$ cat config.mk
export PLATFORM = sky130hd
export DESIGN_NAME = fetch_unit
export DESIGN_NICKNAME = d
export VERILOG_FILES = /design/src/rtl/sap_pkg.sv /design/src/rtl/register_nbit.sv /design/src/rtl/fetch_unit.sv
export SDC_FILE = /design/constraint.sdc
export NUM_CORES = 1
export LEC_CHECK = 0
export CAP_MARGIN = 25
export CORE_MARGIN = 2
export CORE_UTILIZATION = 41
export CTS_BUF_LIST = sky130_fd_sc_hd__clkbuf_2 sky130_fd_sc_hd__clkbuf_4 sky130_fd_sc_hd__clkbuf_8
export DETAILED_ROUTE_END_ITERATION = 8
export GPL_ROUTABILITY_DRIVEN = 0
export PLACE_DENSITY = 0.76
export SETUP_SLACK_MARGIN = 0.15
export SLEW_MARGIN = 5
export SYNTH_ARGS = -nofsm -noshare
export SYNTH_HDL_FRONTEND = slang
export SYNTH_SLANG_ARGS = --single-unit
export TNS_END_PERCENT = 100
$ cat constraint.sdc
create_clock -name clk -period 1.6 [get_ports clk]
set_input_delay 0.16 -clock clk [delete_from_list [all_inputs] [get_ports clk]]
set_output_delay 0.16 -clock clk [all_outputs]
set_load 0.02 [all_outputs]
$ cat src/rtl/sap_pkg.sv
// sap_pkg: shared widths, halt opcode and fetch-state encoding for the SAP fetch path.
package sap_pkg;
    localparam int ADDR_W = 4;
    localparam int DATA_W = 8;
    localparam logic [3:0] HLT_OPCODE = 4'hF;
    typedef enum logic [2:0] {IDLE, ADDR, READ, HOLD, HALT} fetch_state_t;
endpackage

$ cat src/rtl/register_nbit.sv
// register_nbit: N-bit load-enabled register with synchronous active-high reset.
module register_nbit #(
    parameter int N = 8
) (
    input  logic         clk,
    input  logic         reset,
    input  logic         load,
    input  logic [N-1:0] d,
    output logic [N-1:0] q
);
    always_ff @(posedge clk)
        if (reset) q <= '0;
        else if (load) q <= d;
endmodule

$ cat src/rtl/fetch_unit.sv
// fetch_unit: instruction fetch FSM feeding the instruction register from a sync program RAM,
// with decode handshake, jump redirect and halt-on-HLT.
module fetch_unit
    import sap_pkg::*;
#(
    parameter int ADDR_W = sap_pkg::ADDR_W,
    parameter int DATA_W = sap_pkg::DATA_W
) (
    input  logic              clk,
    input  logic              reset,
    output logic [ADDR_W-1:0] mem_addr,
    output logic              mem_rd,
    input  logic [DATA_W-1:0] mem_rdata,
    output logic [DATA_W-1:0] instr,
    output logic              instr_valid,
    input  logic              instr_ready,
    input  logic              jump_en,
    input  logic [ADDR_W-1:0] jump_addr,
    output logic [ADDR_W-1:0] pc_out,
    output logic              halted
);
    fetch_state_t state;
    logic [ADDR_W-1:0] pc;
    register_nbit #(.N(DATA_W)) u_ir (
        .clk  (clk),
        .reset(reset),
        .load (state == READ && !jump_en),
        .d    (mem_rdata),
        .q    (instr)
    );
    // A jump outranks both the handshake and HLT detection; only HALT ignores it.
    always_ff @(posedge clk)
        if (reset) begin
            state       <= IDLE;
            pc          <= '0;
            instr_valid <= 1'b0;
        end else if (jump_en && state != HALT) begin
            pc          <= jump_addr;
            instr_valid <= 1'b0;
            state       <= ADDR;
        end else begin
            case (state)
                IDLE: state <= ADDR;
                ADDR: state <= READ;
                READ: begin
                    instr_valid <= 1'b1;
                    pc          <= pc + ADDR_W'(1);
                    state       <= HOLD;
                end
                HOLD: if (instr_valid && instr_ready) begin
                    instr_valid <= 1'b0;
                    state       <= instr[7:4] == HLT_OPCODE ? HALT : ADDR;
                end
                default: state <= HALT;
            endcase
        end
    assign mem_addr = pc;
    assign pc_out   = pc;
    assign mem_rd   = state == ADDR;
    assign halted   = state == HALT;
endmodule

==> out/qor.txt <==
RUN STATUS
-------------------------------------------------------------------------------
Run status ....................................................... complete, no violations

TIMING
-------------------------------------------------------------------------------
RSZ-0062 raised after global routing .............................          yes
Final hold violation count .......................................            0
Fmax achieved ....................................................    0.702 GHz
Clock skew .......................................................      6.34 ps
Finish-stage setup viols .........................................            0
Worst Tran Pin Value .............................................       427 ps
Max-slew violation count .........................................            0
Fin crit period ..................................................      1420 ps
Aggregate negative setup slack ...................................         0 ps
Worst slew margin ................................................        71.4%
Final period utilization .........................................        89.0%

CRITICAL PATH
-------------------------------------------------------------------------------
Data arrival time of the critical path ...........................      1260 ps
Reg2reg setup slack ..............................................       190 ps
Endpoint of the lowest-slack register-to-register path ...........  mem_addr[0]
Critical path endpoint category ..................................  output port
Nature of the critical path startpoint ...........................    flip-flop
Origin of the worst setup path ...................................     state[0]
Critical Path Fanout Max .........................................            2
Worst endpoint required time .....................................      1440 ps
Length in cells of the worst reg-to-reg path .....................            4
WS Path Type .....................................................      reg2out
Crit path to .....................................................       halted
Start of the worst register-to-register path .....................     state[1]

LOGIC SYNTHESIS
-------------------------------------------------------------------------------
Largest area contributor in the netlist .......................... sky130_fd_sc_hd__dfxtp_1
Count of flip-flops with a built-in enable after synthesis .......            0
Portion of the post-synthesis area used by sequential elements ...        36.9%
Ranking of synthesized cells by area ............................. sky130_fd_sc_hd__dfxtp_1, sky130_fd_sc_hd__nand2_1, sky130_fd_sc_hd__a21oi_1
Syn avg cell area ................................................    8.67 um^2
Gate count after technology mapping ..............................          100
Dominant cell by count in the synthesized netlist ................ sky130_fd_sc_hd__nand2_1
Count of yosys warnings during synthesis .........................            0
Commonest cells in the synthesized netlist ....................... sky130_fd_sc_hd__nand2_1, sky130_fd_sc_hd__dfxtp_1, sky130_fd_sc_hd__a21oi_1
Area of the mapped netlist .......................................     867 um^2
Dominant synthesized flop cell ................................... sky130_fd_sc_hd__dfxtp_1
Synth Register Bits ..............................................           16
Area share of the largest cell type after synthesis ..............        36.9%
Count of unique library cells instantiated by Yosys ..............           38
Net count of the mapped netlist ..................................          117
Asr flop ratio synth .............................................           0%

PWR
-------------------------------------------------------------------------------
Largest voltage drop on the vdd net ..............................     0.515 mV
Cell leakage power ...............................................     0.606 nW
Cell area power density ..........................................  646 nW/um^2
Power consumption ................................................     0.835 mW

LAYOUT
-------------------------------------------------------------------------------
Antenna diode count ..............................................            0
Sequential cell area in the final layout .........................     320 um^2
Fillers ..........................................................          170
Area Overhead vs Synth ...........................................        49.1%
Finished Cell Area ...............................................    1290 um^2
Multi-input gate area in the final layout ........................     485 um^2
Post-layout nets .................................................          155
Fraction of layout cells with a size suffix above 1 ..............        18.4%
Final cell count without fillers .................................          163
Final Util .......................................................        65.2%

JOB
-------------------------------------------------------------------------------
Max Cap Viol .....................................................            0

DIE
-------------------------------------------------------------------------------
Die X ............................................................      50.0 um
Effective utilization at floorplan ...............................        43.8%
Die outline area .................................................    2500 um^2
Die H ............................................................      50.0 um
Core box area ....................................................    1980 um^2
Num ports ........................................................           35
Std cell rows ....................................................           16

CLOCK NETWORK
-------------------------------------------------------------------------------
Post-CTS setup buffers ...........................................            0
Number of CTS-inserted buffers ...................................            3
CTS tree .........................................................        built
Number of sinks handled by clock tree synthesis ..................           16
H-tree depth .....................................................            1
Buffer levels on the longest clock path ..........................            2
Clock insertion delay at the later pin of the skew report ........       290 ps
CTS clock-pin slew for the worst setup and hold paths ............        90 ps
Clock tree root buffer cell ...................................... sky130_fd_sc_hd__clkbuf_4

WORST HOLD PATH
-------------------------------------------------------------------------------
Worst min path class .............................................       in2reg

ROUTE
-------------------------------------------------------------------------------
Drt first-iter violations ........................................           13
Post-route ant nets ..............................................            0
Detailed-routing iteration count for the pre-antenna-repair pass .            4
DRC violation count after routing ................................            0
Wirelength, routed ...............................................      2160 um
DR vias/cell .....................................................         5.28
Average detailed-routed wire length per instance .................      13.3 um
Vias post-DR .....................................................          860

GLOBAL ROUTING
-------------------------------------------------------------------------------
Pin count of the biggest net entering global routing .............           15
Via count of the first global-routing pass .......................          791
First-pass GRT wire length .......................................      3480 um
Global route total overflow ......................................            0
Overall Global Routing Usage .....................................        18.4%
Initial antenna violation count ..................................            0

PLACEMENT
-------------------------------------------------------------------------------
Total placed cells including tap cells ...........................          160
Input/output buffers .............................................           34
Detailed placer's ending HPWL ....................................      1550 um
Total placed instance area .......................................    1240 um^2

-- how the worst min path moves through the flow --
stage / startpoint / endpoint / slack (ps) / cells past startpoint
final: mem_rdata[0] / u_ir.q[0] / 410 / 3
after global routing: mem_rdata[4] / u_ir.q[4] / 420 / 3
after CTS: mem_rdata[0] / u_ir.q[0] / 410 / 3
after detailed placement: u_ir.q[3] / u_ir.q[3] / 450 / 2
after global placement: u_ir.q[2] / u_ir.q[2] / 450 / 2
after floorplan: mem_rdata[0] / u_ir.q[0] / 300 / 2
-- repair_timing --
action	CTS	global route
setup endpoints to repair	9	11
hold buffers	0	0
pin swaps	0	1
resized for setup	13	14
-- kinds of logic (layout without fill, tap and decap cells) --
logic type | after synthesis | after routing | share of synthesized area (%)
compound gates | 23 | 23 | 18.6
fa+ha+maj | 1 | 1 | 1.44
buf+inv | 14 | 50 | 9.67
flops | 16 | 16 | 36.9
mux | 1 | 1 | 1.30
simple gates | 45 | 45 | 32.0
-- metrics by stage --
| step | hold slack (ps) | setup WS [ps] |
|---|---|---|
| floorplan | 296 | 329 |
| global placement | 450 | 26.1 |
| detailed placement | 450 | 17.8 |
| CTS | 408 | 40.9 |
| global route | 421 | 114 |
| finish | 409 | 175 |
-- layout make-up --
cell class                      count  share of cell area, %
Clock buffer                        3                   1.74
Inverter                            3                  0.871
Multi-Input combinational cell     70                   37.6
Sequential cell                    16                   24.8
Tap cell                           27                   2.61
Timing Repair Buffer               44                   32.4
-- placed cells by master (no fill, tap or decap), drive strengths merged --
master / synthesis / routed
clkdlybuf4s50: 0 / 19
nand2: 18 / 18
dfxtp: 16 / 16
a21oi: 11 / 11
buf: 8 / 11
dlymetal6s2s: 0 / 7
dlygate4sd2: 0 / 6
nor3: 4 / 4
nor3b: 4 / 4
clkbuf: 3 / 4
o21ai: 3 / 3
nor2b: 3 / 3
inv: 3 / 3
and4: 2 / 2
a32oi: 2 / 2
nand3b: 2 / 2
or3b: 1 / 1
nor4b: 1 / 1
or4b: 1 / 1
nor2: 1 / 1
nand4bb: 1 / 1
nor4: 1 / 1
and2b: 1 / 1
o41ai: 1 / 1
nor4bb: 1 / 1
a211o: 1 / 1
mux2: 1 / 1
a2111oi: 1 / 1
and2: 1 / 1
or2: 1 / 1
a2bb2oi: 1 / 1
a311o: 1 / 1
a31oi: 1 / 1
nand4: 1 / 1
or3: 1 / 1
a311oi: 1 / 1
ha: 1 / 1
-- layer usage --
layer | wire length, um | GRT usage, % | part of all wire (%) | vias up
li1 | - | - | - | 429
met1 | 957 | 22.7 | 44 | 389
met2 | 982 | 28.5 | 45 | 36
met3 | 157 | 4.55 | 7.3 | 6
met4 | 64 | 11.1 | 3.0 | 0
met5 | 0 | 0 | 0 | -
-- critical path, stage by stage (launching register included) --
cell and delay [ps]:
sky130_fd_sc_hd__dfxtp_1 320, sky130_fd_sc_hd__or3b_1 420, sky130_fd_sc_hd__inv_2 80, sky130_fd_sc_hd__clkbuf_2 160
-- registers in the layout, indices dropped and copies added, names as in the netlist --
signal	count
state	3
u_ir.q	8
mem_addr	4
instr_valid	1
-- report_power, final --
| group | internal [mW] | switching, mW |
|---|---|---|
| combinational | 0.104 | 0.0924 |
| clock | 0.0874 | 0.125 |
| sequential | 0.413 | 0.0136 |
| total | 0.604 | 0.231 |
(Power assumes the default switching activity.)
